[src/rtl/digit_entry_ctrl.sv]
// Front-panel digit editor: button-driven digit/cursor edits, then serial radix conversion into op_a/op_b.
// Optional macro AUTO_REPEAT_EN adds hold-to-repeat on btn_up/btn_down.
module digit_entry_ctrl #(
    parameter int NUM_DIGITS    = 4,
    parameter int SPLIT         = 2,
    parameter int RADIX         = 10,
    parameter int OUT_W         = 32,
    parameter int HOLD_CYCLES   = 50000000,
    parameter int REPEAT_CYCLES = 10000000,
    localparam int CUR_W = (NUM_DIGITS > 1) ? $clog2(NUM_DIGITS) : 1
) (
    input  logic                    clk,
    input  logic                    rst_n,
    input  logic                    btn_up,
    input  logic                    btn_down,
    input  logic                    btn_left,
    input  logic                    btn_right,
    input  logic                    btn_commit,
    input  logic                    btn_clear,
    output logic [4*NUM_DIGITS-1:0] digits,
    output logic [CUR_W-1:0]        cursor,
    output logic [OUT_W-1:0]        op_a,
    output logic [OUT_W-1:0]        op_b,
    output logic                    op_valid,
    output logic                    busy
);

    if (NUM_DIGITS < 2 || NUM_DIGITS > 8) begin : g_bad_num_digits
        $error("NUM_DIGITS must be in 2..8");
    end
    if (SPLIT < 1 || SPLIT > NUM_DIGITS - 1) begin : g_bad_split
        $error("SPLIT must be in 1..NUM_DIGITS-1");
    end
    if (RADIX != 10 && RADIX != 16) begin : g_bad_radix
        $error("RADIX must be 10 or 16");
    end
    if (HOLD_CYCLES < 1 || REPEAT_CYCLES < 1) begin : g_bad_repeat
        $error("HOLD_CYCLES and REPEAT_CYCLES must be positive");
    end

    localparam logic [CUR_W-1:0] LAST_IDX  = CUR_W'(NUM_DIGITS - 1);
    localparam logic [CUR_W-1:0] SPLIT_IDX = CUR_W'(SPLIT);
    localparam logic [3:0]       DIG_MAX   = 4'(RADIX - 1);

    typedef enum logic [1:0] {IDLE, CONV, DONE} state_t;

    state_t                     state, state_nxt;
    logic [NUM_DIGITS-1:0][3:0] dig;
    logic [CUR_W-1:0]           cur, idx;
    logic [OUT_W-1:0]           acc_a, acc_b, acc_src, mac;
    logic                       up_q, down_q, left_q, right_q, commit_q, clear_q;
    logic                       rise_up, rise_down, rise_left, rise_right, rise_commit, rise_clear;
    logic                       ev_up, ev_down;
    logic [3:0]                 sel, sel_inc, sel_dec;

    assign rise_up     = btn_up & ~up_q;
    assign rise_down   = btn_down & ~down_q;
    assign rise_left   = btn_left & ~left_q;
    assign rise_right  = btn_right & ~right_q;
    assign rise_commit = btn_commit & ~commit_q;
    assign rise_clear  = btn_clear & ~clear_q;

    assign sel     = dig[cur];
    assign sel_inc = (sel == DIG_MAX) ? 4'd0 : sel + 4'd1;
    assign sel_dec = (sel == 4'd0) ? DIG_MAX : sel - 4'd1;

    // Digits above SPLIT accumulate into op_a, the rest into op_b, MSD first.
    assign acc_src = (idx >= SPLIT_IDX) ? acc_a : acc_b;
    assign mac     = acc_src * OUT_W'(RADIX) + OUT_W'(dig[idx]);

`ifdef AUTO_REPEAT_EN
    logic [31:0] hold_cnt;
    logic        hold_rep, hold_on, hold_same, rep_fire;

    always_comb begin
        hold_on   = (btn_up ^ btn_down) && (state == IDLE);
        hold_same = (btn_up && up_q) || (btn_down && down_q);
        rep_fire  = hold_on && hold_same &&
                    (hold_cnt == (hold_rep ? 32'(REPEAT_CYCLES) : 32'(HOLD_CYCLES)));
    end

    // hold_cnt counts qualifying held cycles since the last press or repeat.
    always_ff @(posedge clk) begin
        if (!rst_n || !hold_on) begin
            hold_cnt <= '0;
            hold_rep <= 1'b0;
        end else if (!hold_same) begin
            hold_cnt <= 32'd1;
            hold_rep <= 1'b0;
        end else if (rep_fire) begin
            hold_cnt <= 32'd1;
            hold_rep <= 1'b1;
        end else begin
            hold_cnt <= hold_cnt + 32'd1;
        end
    end

    assign ev_up   = rise_up | (rep_fire & btn_up);
    assign ev_down = rise_down | (rep_fire & btn_down);
`else
    assign ev_up   = rise_up;
    assign ev_down = rise_down;
`endif

    always_ff @(posedge clk) begin
        if (!rst_n) state <= IDLE;
        else        state <= state_nxt;
    end

    always_comb begin
        state_nxt = state;
        busy      = (state != IDLE);
        case (state)
            IDLE:    if (rise_commit) state_nxt = CONV;
            CONV:    if (idx == '0) state_nxt = DONE;
            DONE:    state_nxt = IDLE;
            default: state_nxt = IDLE;
        endcase
    end

    always_ff @(posedge clk) begin
        if (!rst_n) begin
            dig      <= '0;
            cur      <= '0;
            idx      <= '0;
            acc_a    <= '0;
            acc_b    <= '0;
            op_a     <= '0;
            op_b     <= '0;
            op_valid <= 1'b0;
            up_q     <= 1'b0;
            down_q   <= 1'b0;
            left_q   <= 1'b0;
            right_q  <= 1'b0;
            commit_q <= 1'b0;
            clear_q  <= 1'b0;
        end else begin
            up_q     <= btn_up;
            down_q   <= btn_down;
            left_q   <= btn_left;
            right_q  <= btn_right;
            commit_q <= btn_commit;
            clear_q  <= btn_clear;
            op_valid <= 1'b0;
            case (state)
                IDLE: begin
                    // Only the highest-priority edge acts; the rest are consumed.
                    if (rise_commit) begin
                        acc_a <= '0;
                        acc_b <= '0;
                        idx   <= LAST_IDX;
                    end else if (rise_clear) begin
                        dig <= '0;
                        cur <= '0;
                    end else if (ev_up) begin
                        dig[cur] <= sel_inc;
                    end else if (ev_down) begin
                        dig[cur] <= sel_dec;
                    end else if (rise_left) begin
                        cur <= (cur == LAST_IDX) ? '0 : cur + CUR_W'(1);
                    end else if (rise_right) begin
                        cur <= (cur == '0) ? LAST_IDX : cur - CUR_W'(1);
                    end
                end
                CONV: begin
                    if (idx >= SPLIT_IDX) acc_a <= mac;
                    else                  acc_b <= mac;
                    idx <= idx - CUR_W'(1);
                end
                DONE: begin
                    op_a     <= acc_a;
                    op_b     <= acc_b;
                    op_valid <= 1'b1;
                end
                default: ;
            endcase
        end
    end

    assign digits = dig;
    assign cursor = cur;

endmodule

[config.mk]
export PLATFORM = sky130hd
export DESIGN_NAME = digit_entry_ctrl
export DESIGN_NICKNAME = d
export VERILOG_FILES = /design/src/rtl/digit_entry_ctrl.sv
export SDC_FILE = /design/constraint.sdc
export NUM_CORES = 1
export LEC_CHECK = 0
export CAP_MARGIN = 20
export CORE_MARGIN = 10
export CORE_UTILIZATION = 23
export DETAILED_ROUTE_END_ITERATION = 16
export PLACE_DENSITY = 0.52
export SYNTH_ARGS = -nofsm -noshare
export SYNTH_HDL_FRONTEND = slang
export SYNTH_SLANG_ARGS = --single-unit
[constraint.sdc]
create_clock -name clk -period 5.42 [get_ports clk]
set_input_delay 1.355 -clock clk [delete_from_list [all_inputs] [get_ports clk]]
set_output_delay 1.355 -clock clk [all_outputs]
set_load 0.005 [all_outputs]
==> results.md, run 1 <==
| Quantity | Value |
|---|---|
| Top area cells in the synthesized netlist | dfxtp_1, nand2_1, a21boi_0 |
| Summed negative setup slack over all endpoints | 0 ns |
| Path length in cells of the critical path | 17 |
| Detailed-route via count | 8984 |
| Combinational family with the most area after synthesis | simple AND/OR/NAND/NOR gates |
| Share of cell area taken by muxes after synthesis | 2.737% |
| Routed len/inst | 16.17 um |
| Achievable frequency | 199.7 MHz |
| # setup viols final | 0 |
| Share of flip-flops with an asynchronous set or reset | 0% |
| Number of vias per cell | 4.781 |
| Share of layout cells above drive strength 1 | 6.418% |
| Largest voltage drop on the vdd net | 0.1900 mV |
| Min cycle time layout | 5.008 ns |
| Power density relative to cell area | 223.9 nW/um^2 |
| Number of distinct library cells after synthesis | 76 |
| Clock-pin slew reported for the worst setup and hold paths after clock tree synthesis | 0.06 ns |
| Adder-Cell Fraction of Synth Area | 6.361% |
| Netlist area before placement | 9874 um^2 |
| Critical path, cell by cell | inv_1 -> ha_1 -> nor2_4 -> mux2i_1 -> inv_1 -> ha_1 -> ha_1 -> fa_1 -> xor2_2 -> or4b_4 -> a211oi_4 -> nand4_4 -> nor3_4 -> nand4_2 -> or3_4 -> or4_1 -> nand3_1 |
| Flip-flop and latch count after synthesis | 157 |
| CTS tree | done |
| Number of synthesized flops with an enable pin | 0 |
| Number of I/O pins | 92 |
| Height of the die | 227.2 um |
| Top-area cell type share of the netlist area | 31.83% |
| Util after Layout | 28.17% |
| Post-CTS setup buffer count | 0 |
| RSZ-0062 raised after global routing | no |
| Area grow syn2layout | 20.49% |
| Most common cell on crit path | ha_1 |
| Nets | 1384 |
| Cell count of the worst hold path | 2 |
| Total cell area at the placement stage | 11300 um^2 |
| Number of buffers and inverters on the critical path | 2 |
| Level count of the clock H-tree | 4 |
| Number of iterations in the first detailed-routing pass | 5 |
| Max-cap viol count | 0 |
| Maximum clock insertion buffer count | 2 |
| Hpwl dp | 23.30 mm |
| ANT nets after route | 0 |
| Final RePlAce weighted congestion | 0.8718 |
| Worst hold path class | register to register |
| WL final | 30.38 mm |
| Synthesized area per cell | 7.672 um^2 |
| IO buf count | 91 |
| Cell area after layout | 11900 um^2 |
| Post-Syn Instances | 1287 |
| Share of the synthesized area in compound gates (AO/OA/AOI/OAI) | 20.83% |
| CTS root buffer | clkbuf_16 |
| Chip Width | 227.2 um |
| Number of rows created at floorplan | 75 |
| Kind of launch point of the worst setup path | register |
| Sequential share of the synthesized area | 31.83% |
| Endpoint arrival time on the critical path | 5.40 ns |
| Initial Util | 23.38% |
| Largest net degree at the start of global routing | 77 |
| Count of yosys warnings during synthesis | 0 |
| Outcome | completed |
| First-iteration detailed-routing DRC count | 520 |
| Total congestion overflow after global routing | 0 |
| Area inside the core boundary | 42230 um^2 |
| Post-synthesis simple-gate area fraction | 27.12% |
| GR Util All Layers | 11.81% |
| Post-route fraction of the period consumed by the critical path | 92.40% |
| Syn_nets | 1344 |
| Total inserted antenna cells | 0 |
| Die Area | 51620 um^2 |
| Rel. slew slack | 45.49% |
| Number of buffers created by CTS | 17 |
| CP Class | register to register |
| Number of global-route vias before repair | 8884 |
| Number of clock sinks | 157 |
| Insertion delay of the later-clocked pin in the worst-skew pair | 0.44 ns |
| Fin. Hold Viols | 0 |
| Number of fill cells | 4610 |
| Number of DRC violations after detailed routing | 0 |
| Final clock skew | 0.01047 ns |
| Hold-fix buffers at CTS | 0 |
| Highest net fanout along the worst path | 6 |
| Leakage power summed over all cells | 4.197 nW |
| Wire length of the first global-routing pass | 48.73 mm |
| Setup crit end kind | register |
| Max-slew violation count | 0 |
| Antenna violations before repair | 0 |
| Cell family with most CP delay | simple AND/OR/NAND/NOR gates |
| Required time of the critical path | 5.81 ns |
| Synthesized-area fraction occupied by xor and xnor cells | 6.817% |
| Register-to-Register Path Depth | 17 |
| Maximum single-stage delay on the critical path | 0.52 ns |
| Synth Flop Type | dfxtp_1 |
| R2R setup slack | 0.41 ns |
| Slew at the pin closest to its max-slew limit | 0.8156 ns |
| Synth area leader | dfxtp_1 |
| CP max-delay cell | or4b_4 |
| Post-CTS resize count | 0 |
-- worst register-to-register path, stage by stage, from the launching register on --
cell      delay (ns)
dfxtp_1         0.33
inv_1           0.08
ha_1            0.24
nor2_4          0.18
mux2i_1         0.35
inv_1           0.08
ha_1            0.30
ha_1            0.24
fa_1            0.45
xor2_2          0.29
or4b_4          0.52
a211oi_4        0.32
nand4_4         0.20
nor3_4          0.28
nand4_2         0.18
or3_4           0.38
or4_1           0.47
nand3_1         0.07
-- metrics by stage --
| step | setup slack [ns] | power (mW) | cells | hold WS (ns) |
|---|---|---|---|---|
| finish | 0.4122 | 2.664 | 1879 | 0.4609 |
| floorplan | 0.05874 | 1.389 | 1287 | 0.4398 |
| CTS | 0.4225 | 2.699 | 1878 | 0.4667 |
| global route | 0.04986 | 2.784 | 1879 | 0.4890 |
| detailed placement | 0.4639 | 1.493 | 1846 | 0.4576 |
| global placement | 0.5046 | 1.492 | 1846 | 0.4545 |
-- synth_stat cells (7+ instances only) --
library cell	number
o21ai_0	63
nand2_1	315
nor2b_1	30
clkbuf_1	72
and2_1	29
a21boi_0	103
nor3_1	16
nand4_1	16
o211ai_1	11
nor4_1	7
a21oi_1	36
mux4_2	8
mux2i_1	9
xor2_1	38
ha_1	47
o21a_1	8
inv_1	19
nand3_1	66
a22oi_1	19
nor2_1	52
buf_1	17
dfxtp_1	157
xnor2_1	37
-- report_power, final --
| group | leakage (nW) | internal, mW | switching (mW) | total [mW] |
|---|---|---|---|---|
| clock network | 0.277 | 0.693 | 0.499 | 1.19 |
| registers | 1.27 | 1.16 | 0.0120 | 1.18 |
| logic | 2.65 | 0.0955 | 0.200 | 0.295 |
| total | 4.20 | 1.95 | 0.711 | 2.66 |
-- path summary, 6_finish.rpt --
check,start,end
hold reg to reg,op_b[30]$_SDFFE_PN0P_,op_b[30]$_SDFFE_PN0P_
hold / removal,op_b[30]$_SDFFE_PN0P_,op_b[30]$_SDFFE_PN0P_
setup / recovery,idx[0]$_SDFFE_PN0P_,acc_b[31]$_SDFFE_PN0P_
setup reg to reg,idx[0]$_SDFFE_PN0P_,acc_b[31]$_SDFFE_PN0P_
-- cells by family (layout without fill, tap and decap cells) --
group                      Yosys count  after routing
AOI/OAI and AO/OA                  300            300
xor gates and xnor gates            76             76
adders and majority gates           49             49
buffers and inverters              112            165
DFF                                157            157
muxes                               17             17
and+or+nand+nor                    576            576
-- routing by layer --
| metal | vias up | part of all wire, % | wire length, um | GRT usage, % |
|---|---|---|---|---|
| li1 | 4520 | - | - | - |
| met1 | 4270 | 45 | 13600 | 14.50 |
| met2 | 166 | 49 | 14990 | 20.14 |
| met3 | 28 | 4.6 | 1386 | 2.792 |
| met4 | 0 | 1.3 | 401 | 3.461 |
| met5 | - | 0 | 0 | 0 |
-- registers in the layout (all words and copies together) (netlist names) --
| signal | count |
|---|---|
| commit_q | 1 |
| down_q | 1 |
| op_a | 32 |
| acc_a | 32 |
| right_q | 1 |
| op_valid | 1 |
| acc_b | 32 |
| left_q | 1 |
| state | 2 |
| clear_q | 1 |
| op_b | 32 |
| up_q | 1 |
| cursor | 2 |
| digits | 16 |
| idx | 2 |
-- layout make-up --
| type | instances | area [um^2] | area share, % |
|---|---|---|---|
| multi-input combinational | 1018 | 6329 | 53.19 |
| inverter | 19 | 71.32 | 0.5994 |
| tap | 539 | 674.4 | 5.668 |
| sequential | 157 | 3143 | 26.42 |
| timing repair buffer | 114 | 1097 | 9.223 |
| clock inverter | 12 | 136.4 | 1.146 |
| clock buffer | 20 | 446.7 | 3.754 |
-- placed cells by master, fill, tap and decap left out, types with 5 or more instances in the layout --
cell type / count
xnor2_1: 37
a211oi_1: 6
nand2_1: 314
nor2_1: 50
nand4_1: 16
clkbuf_16: 17
a22oi_1: 19
and3_1: 6
xor2_1: 38
nor3_1: 15
a31oi_1: 6
dfxtp_1: 157
a21boi_0: 103
inv_1: 19
mux2i_1: 9
clkdlybuf4s50_1: 90
nand3_1: 66
nor4_1: 7
nand2b_1: 6
o21ai_0: 63
and2_1: 29
nor2b_1: 30
ha_1: 47
o21a_1: 8
nor3b_1: 5
a21oi_1: 36
a21o_1: 5
buf_4: 22
o211ai_1: 11
mux4_2: 8
Note: power is estimated with default switching activity, not from simulation.
==> run 2, diff against run 1 <==
- PLACE_DENSITY: 0.52 -> 0.51
- clock period: 5.42 -> 6.3 ns (I/O delays scaled with it)
==> results.md, run 2 (synthesis results as in run 1) <==
| Quantity | Value | vs previous |
|---|---|---|
| Leakage power summed over all cells | 4.140 nW | -1.4% |
| Kind of launch point of the worst setup path | register |  |
| Post-route fraction of the period consumed by the critical path | 88.50% | -3.9 points |
| Post-CTS resize count | 0 | unchanged |
| Min cycle time layout | 5.575 ns | +0.5676 ns |
| Detailed-route via count | 8908 | -0.85% |
| Number of global-route vias before repair | 8669 | -2.4% |
| Max-slew violation count | 0 | unchanged |
| Number of DRC violations after detailed routing | 0 | unchanged |
| Initial Util | 23.38% | unchanged |
| Insertion delay of the later-clocked pin in the worst-skew pair | 0.44 ns | about the same |
| Highest-count cells in the layout ignoring fill and taps | nand2_1, dfxtp_1, a21boi_0 |  |
| Largest voltage drop on the vdd net | 0.1719 mV | -9.5% |
| Endpoint arrival time on the critical path | 5.96 ns | +0.56 ns |
| Outcome | completed |  |
| Highest net fanout along the worst path | 12 | +6 |
| Slew at the pin closest to its max-slew limit | 0.9149 ns | +0.09922 ns |
| ANT nets after route | 0 | unchanged |
| Total inserted antenna cells | 0 | unchanged |
| Total cell area at the placement stage | 11200 um^2 | -0.91% |
| Routed len/inst | 15.85 um | -1.9% |
| Most common cell on crit path | ha_1 |  |
| GR Util All Layers | 11.32% | -0.49 points |
| Number of buffers created by CTS | 17 | unchanged |
| WL final | 29.60 mm | -2.6% |
| First-iteration detailed-routing DRC count | 608 | +17% |
| Rel. slew slack | 39.01% | -6.5 points |
| Summed negative setup slack over all endpoints | 0 ns | unchanged |
| IO buf count | 91 | unchanged |
| Total congestion overflow after global routing | 0 | unchanged |
| CP max-delay cell | dfxtp_1 |  |
| Hpwl dp | 22.60 mm | -3.0% |
| Achievable frequency | 179.4 MHz | -10% |
| Leading cell type in the layout, fill and taps excluded | nand2_1 |  |
| Worst hold path class | register to register |  |
| Number of buffers and inverters on the critical path | 2 | unchanged |
| Number of clock sinks | 157 | unchanged |
| Area grow syn2layout | 19.50% |  |
| Maximum clock insertion buffer count | 2 | unchanged |
| Number of vias per cell | 4.771 | -0.21% |
| Setup crit end kind | register |  |
| Cell area after layout | 11800 um^2 | -0.82% |
| RSZ-0062 raised after global routing | no |  |
| Final clock skew | 0.01320 ns | +0.002722 ns |
| Height of the die | 227.2 um | unchanged |
| Die Area | 51620 um^2 | unchanged |
| # setup viols final | 0 | unchanged |
| Fin. Hold Viols | 0 | unchanged |
| Cell family with most CP delay | simple AND/OR/NAND/NOR gates |  |
| Power density relative to cell area | 193.1 nW/um^2 | -14% |
| Wire length of the first global-routing pass | 47.22 mm | -3.1% |
| CTS root buffer | clkbuf_16 |  |
| Nets | 1372 | -0.87% |
| Maximum single-stage delay on the critical path | 0.48 ns | -0.04 ns |
| Number of I/O pins | 92 | unchanged |
| Post-CTS setup buffer count | 0 | unchanged |
| Number of rows created at floorplan | 75 | unchanged |
| Level count of the clock H-tree | 4 | unchanged |
| Area inside the core boundary | 42230 um^2 | unchanged |
| Multi-input gate area | 6329 um^2 | unchanged |
| Critical path, cell by cell | inv_1 -> ha_1 -> nor2_4 -> mux2i_1 -> inv_1 -> ha_1 -> ha_1 -> fa_1 -> a211oi_2 -> o21ai_2 -> a32o_1 -> o31a_1 -> nor4_1 -> nand3_1 -> or3_4 -> or4_1 -> nand3_1 |  |
| Number of iterations in the first detailed-routing pass | 5 | unchanged |
| Clock-pin slew reported for the worst setup and hold paths after clock tree synthesis | 0.06 ns | about the same |
| Antenna violations before repair | 0 | unchanged |
| Number of fill cells | 4638 | +0.61% |
| CTS tree | done |  |
| Share of layout cells above drive strength 1 | 5.723% | -0.70 points |
| Register area | 3143 um^2 | unchanged |
| CP Class | register to register |  |
| Chip Width | 227.2 um | unchanged |
| Max-cap viol count | 0 | unchanged |
| Required time of the critical path | 6.68 ns | +0.87 ns |
| Final RePlAce weighted congestion | 0.8969 | +2.9% |
| Hold-fix buffers at CTS | 0 | unchanged |
| Largest net degree at the start of global routing | 107 | +39% |
[run 2: cell type report]
| class | count | share of cell area [%] |
|---|---|---|
| tap | 539 | 5.715 |
| inverter | 19 | 0.6044 |
| sequential | 157 | 26.64 |
| clock inverter | 11 | 0.9119 |
| timing repair buffer | 102 | 8.430 |
| multi-input combinational | 1018 | 53.63 |
| clock buffer | 21 | 4.072 |
[run 2: where the power goes]
| group | switching [mW] | internal (mW) |
|---|---|---|
| Sequential | 0.0145 | 1.00 |
| Clock | 0.434 | 0.589 |
| Combinational | 0.166 | 0.0744 |
[run 2: path summary, 6_finish.rpt]
kind                            cells after the start             startpoint  slack (ns)                endpoint
worst max-delay path                               17    idx[0]$_SDFFE_PN0P_        0.72  acc_b[31]$_SDFFE_PN0P_
worst min-delay path                                2  op_a[21]$_SDFFE_PN0P_        0.46   op_a[21]$_SDFFE_PN0P_
worst max register to register                     17    idx[0]$_SDFFE_PN0P_        0.72  acc_b[31]$_SDFFE_PN0P_
worst min register to register                      2  op_a[21]$_SDFFE_PN0P_        0.46   op_a[21]$_SDFFE_PN0P_
[run 2: per-stage QoR]
stage | hold slack [ns] | power [mW] | util, % | instances | worst slack, ns
after global placement | 0.4501 | 1.274 | 26.52 | 1834 | 0.9325
after global routing | 0.4899 | 2.370 | 27.94 | 1867 | 0.3944
final | 0.4606 | 2.279 | 27.94 | 1867 | 0.7245
after detailed placement | 0.4583 | 1.275 | 26.52 | 1834 | 0.7879
after floorplan | 0.4398 | 1.194 | - | 1287 | 0.7652
after CTS | 0.4668 | 2.303 | 27.92 | 1866 | 0.7301
[run 2: layer usage]
| metal | part of all wire [%] | vias up | track usage [%] |
|---|---|---|---|
| met3 | 3.9 | 37 | 2.368 |
| met4 | 1.7 | 0 | 3.418 |
| met2 | 48 | 157 | 19.05 |
| li1 | - | 4500 | - |
| met1 | 46 | 4214 | 14.24 |
| met5 | 0 | - | 0 |
[run 2: tightest hold or removal path, stage by stage (launching register included)]
cell and delay [ns]:
dfxtp_1 0.31, nand2_1 0.04, a21boi_0 0.06
==> run 3, diff against run 2 <==
- CTS_CLUSTER_SIZE: unset -> 25
- HOLD_SLACK_MARGIN: unset -> 0.1
- clock period: 6.3 -> 5.57 ns (I/O delays scaled with it)
==> results.md, run 3 (synthesis results as in run 1) <==
| Quantity | Value | vs previous |
|---|---|---|
| Worst hold path class | register to register |  |
| Critical path, cell by cell | inv_1 -> ha_1 -> or2_2 -> nand2_1 -> nand2_1 -> ha_1 -> ha_1 -> fa_1 -> xor2_2 -> or4b_4 -> a211oi_4 -> nand4_4 -> nor3_4 -> nand4_2 -> or3_4 -> or4_1 -> nand3_1 |  |
| Reg2Reg Launch Point | idx[0]$_SDFFE_PN0P_ |  |
| Highest net fanout along the worst path | 6 | -6 |
| Total inserted antenna cells | 0 | unchanged |
| Min cycle time layout | 5.155 ns | -0.4208 ns |
| Initial Util | 23.38% | unchanged |
| Number of buffers created by CTS | 17 | unchanged |
| Leakage power summed over all cells | 4.153 nW | +0.31% |
| # setup viols final | 0 | unchanged |
| Part of the total power dissipated in the clock network | 44.7% | -0.2 points |
| Hpwl dp | 22.75 mm | +0.70% |
| Power Internal | 1.883 mW | +13% |
| IO buf count | 91 | unchanged |
| Fin. Hold Viols | 0 | unchanged |
| Nets | 1377 | +0.36% |
| Detailed-route via count | 8909 | +0.011% |
| Share of layout cells above drive strength 1 | 6.302% | +0.58 points |
| First-iteration detailed-routing DRC count | 492 | -19% |
| CP Class | register to register |  |
| Number of rows created at floorplan | 75 | unchanged |
| Min setup slack post-route | 0.4154 ns | -0.3092 ns |
| Max-slew violation count | 0 | unchanged |
| Largest voltage drop on the vdd net | 0.1861 mV | +8.3% |
| Number of clock sinks | 157 | unchanged |
| GR Util All Layers | 11.37% | +0.048 points |
| Met1 wire length | 13.60 mm | -0.79% |
| Sequential group share of total power | 44.5% | about the same |
| Cell family with most CP delay | simple AND/OR/NAND/NOR gates |  |
| ANT nets after route | 0 | unchanged |
| Level count of the clock H-tree | 4 | unchanged |
| Number of iterations in the first detailed-routing pass | 5 | unchanged |
| Post-CTS setup buffer count | 0 | unchanged |
| Routed len/inst | 15.91 um | +0.37% |
| Routed length on met2 | 14.23 mm | about the same |
| Maximum clock insertion buffer count | 2 | unchanged |
| Post-route fraction of the period consumed by the critical path | 92.54% | +4.0 points |
| Post-CTS resize count | 0 | unchanged |
| Hold-fix buffers at CTS | 0 | unchanged |
| Detailed-routed wire length on met3 | 1.365 mm | +18% |
| Leading cell type in the layout, fill and taps excluded | nand2_1 |  |
| Total cell area at the placement stage | 11260 um^2 | +0.51% |
| RSZ-0062 raised after global routing | no |  |
| Switching part of the total | 27.13% | +0.19 points |
| Highest-count cells in the layout ignoring fill and taps | nand2_1, dfxtp_1, a21boi_0 |  |
| Summed negative setup slack over all endpoints | 0 ns | unchanged |
| Chip Width | 227.2 um | unchanged |
| Endpoint arrival time on the critical path | 5.54 ns | -0.42 ns |
| CTS root buffer | clkbuf_16 |  |
| Number of DRC violations after detailed routing | 0 | unchanged |
| Final clock skew | 0.01122 ns | -0.001972 ns |
| Total power | 2.584 mW | +13% |
| Worst R2R End | acc_b[31]$_SDFFE_PN0P_ |  |
| Required time of the critical path | 5.96 ns | -0.72 ns |
| Kind of launch point of the worst setup path | register |  |
| Antenna violations before repair | 0 | unchanged |
| Height of the die | 227.2 um | unchanged |
| Power density relative to cell area | 217.8 nW/um^2 | +13% |
| Number of vias per cell | 4.759 | -0.26% |
| Gate power share | 10.8% | +0.3 points |
| Insertion delay of the later-clocked pin in the worst-skew pair | 0.44 ns | about the same |
| Largest net degree at the start of global routing | 101 | -5.6% |
| Final RePlAce weighted congestion | 0.9016 | +0.52% |
| Number of global-route vias before repair | 8706 | +0.43% |
| Worst-case setup slack after placement | 0.3531 ns | -0.4348 ns |
| R2R setup slack | 0.42 ns | -0.31 ns |
| Most common cell on crit path | ha_1 |  |
| Maximum single-stage delay on the critical path | 0.51 ns | +0.03 ns |
| Max-cap viol count | 0 | unchanged |
| Util after Layout | 28.09% | +0.15 points |
| Outcome | completed |  |
| Wire length of the first global-routing pass | 47.21 mm | about the same |
| Path length in cells of the critical path | 17 | unchanged |
| Number of fill cells | 4596 | -0.91% |
| Register-to-Register Path Depth | 17 | unchanged |
| Total congestion overflow after global routing | 0 | unchanged |
| Highest routing layer actually used | met4 |  |
| CTS tree | done |  |
| Slew at the pin closest to its max-slew limit | 1.069 ns | +0.1538 ns |
| CP max-delay cell | or4b_4 |  |
| Number of buffers and inverters on the critical path | 1 | -1 |
| Number of I/O pins | 92 | unchanged |
| Cell area after layout | 11860 um^2 | +0.54% |
| Die Area | 51620 um^2 | unchanged |
| Switching power of the nets | 0.7010 mW | +14% |
| Critical path origin | idx[0]$_SDFFE_PN0P_ |  |
| Area grow syn2layout | 20.15% |  |
| WL final | 29.79 mm | +0.64% |
| Area inside the core boundary | 42230 um^2 | unchanged |
| Setup crit end kind | register |  |
| Achievable frequency | 194.0 MHz | +8.2% |
| Clock-pin slew reported for the worst setup and hold paths after clock tree synthesis | 0.07 ns | about the same |
| Rel. slew slack | 28.37% | -11 points |
| Worst Setup EP | acc_b[31]$_SDFFE_PN0P_ |  |
[run 3: tightest hold or removal path: stages, from the launching register on]
cell	delay, ns
dfxtp_1	0.31
nand2_1	0.04
a21boi_0	0.06
[run 3: layout make-up]
class / count / area, um^2 / share of cell area (%)
clock buffers: 19 / 432.9 / 3.649
clock inverters: 13 / 142.6 / 1.202
inverters: 19 / 71.32 / 0.6011
multi-input cells: 1018 / 6354 / 53.55
flip-flops and latches: 157 / 3144 / 26.50
well taps: 539 / 674.4 / 5.684
repair buffers: 107 / 1045 / 8.806
[run 3: per-stage QoR]
stage / std cells / hold WS, ns
after detailed placement: 1840 / 0.4575
after floorplan: 1287 / 0.4398
after global routing: 1872 / 0.4839
after global placement: 1840 / 0.4539
after CTS: 1872 / 0.4665
final: 1872 / 0.4612
[run 3: worst min path at each step]
stage | depth (start not counted) | from | to
3_3_place_gp | 2 | op_b[6]$_SDFFE_PN0P_ | op_b[6]$_SDFFE_PN0P_
5_1_grt | 2 | op_b[31]$_SDFFE_PN0P_ | op_b[31]$_SDFFE_PN0P_
6_report | 2 | op_b[28]$_SDFFE_PN0P_ | op_b[28]$_SDFFE_PN0P_
4_1_cts | 2 | op_b[6]$_SDFFE_PN0P_ | op_b[6]$_SDFFE_PN0P_
3_5_place_dp | 2 | op_b[6]$_SDFFE_PN0P_ | op_b[6]$_SDFFE_PN0P_
2_1_floorplan | 2 | acc_b[31]$_SDFFE_PN0P_ | acc_b[31]$_SDFFE_PN0P_
[run 3: power by group through the flow]
| stage | Sequential, mW | Combinational, mW | Clock (mW) |
|---|---|---|---|
| floorplan | 1.16 | 0.186 | 0 |
| global placement | 1.17 | 0.275 | 0 |
| CTS | 1.15 | 0.278 | 1.19 |
| finish | 1.15 | 0.279 | 1.16 |
| global route | 1.15 | 0.305 | 1.24 |
| detailed placement | 1.17 | 0.278 | 0 |
[run 3: per-layer routing]
layer | GRT usage (%) | vias up
met2 | 19.05 | 165
met4 | 3.697 | 0
met3 | 2.715 | 37
met1 | 14.06 | 4201
met5 | 0 | -
li1 | - | 4506
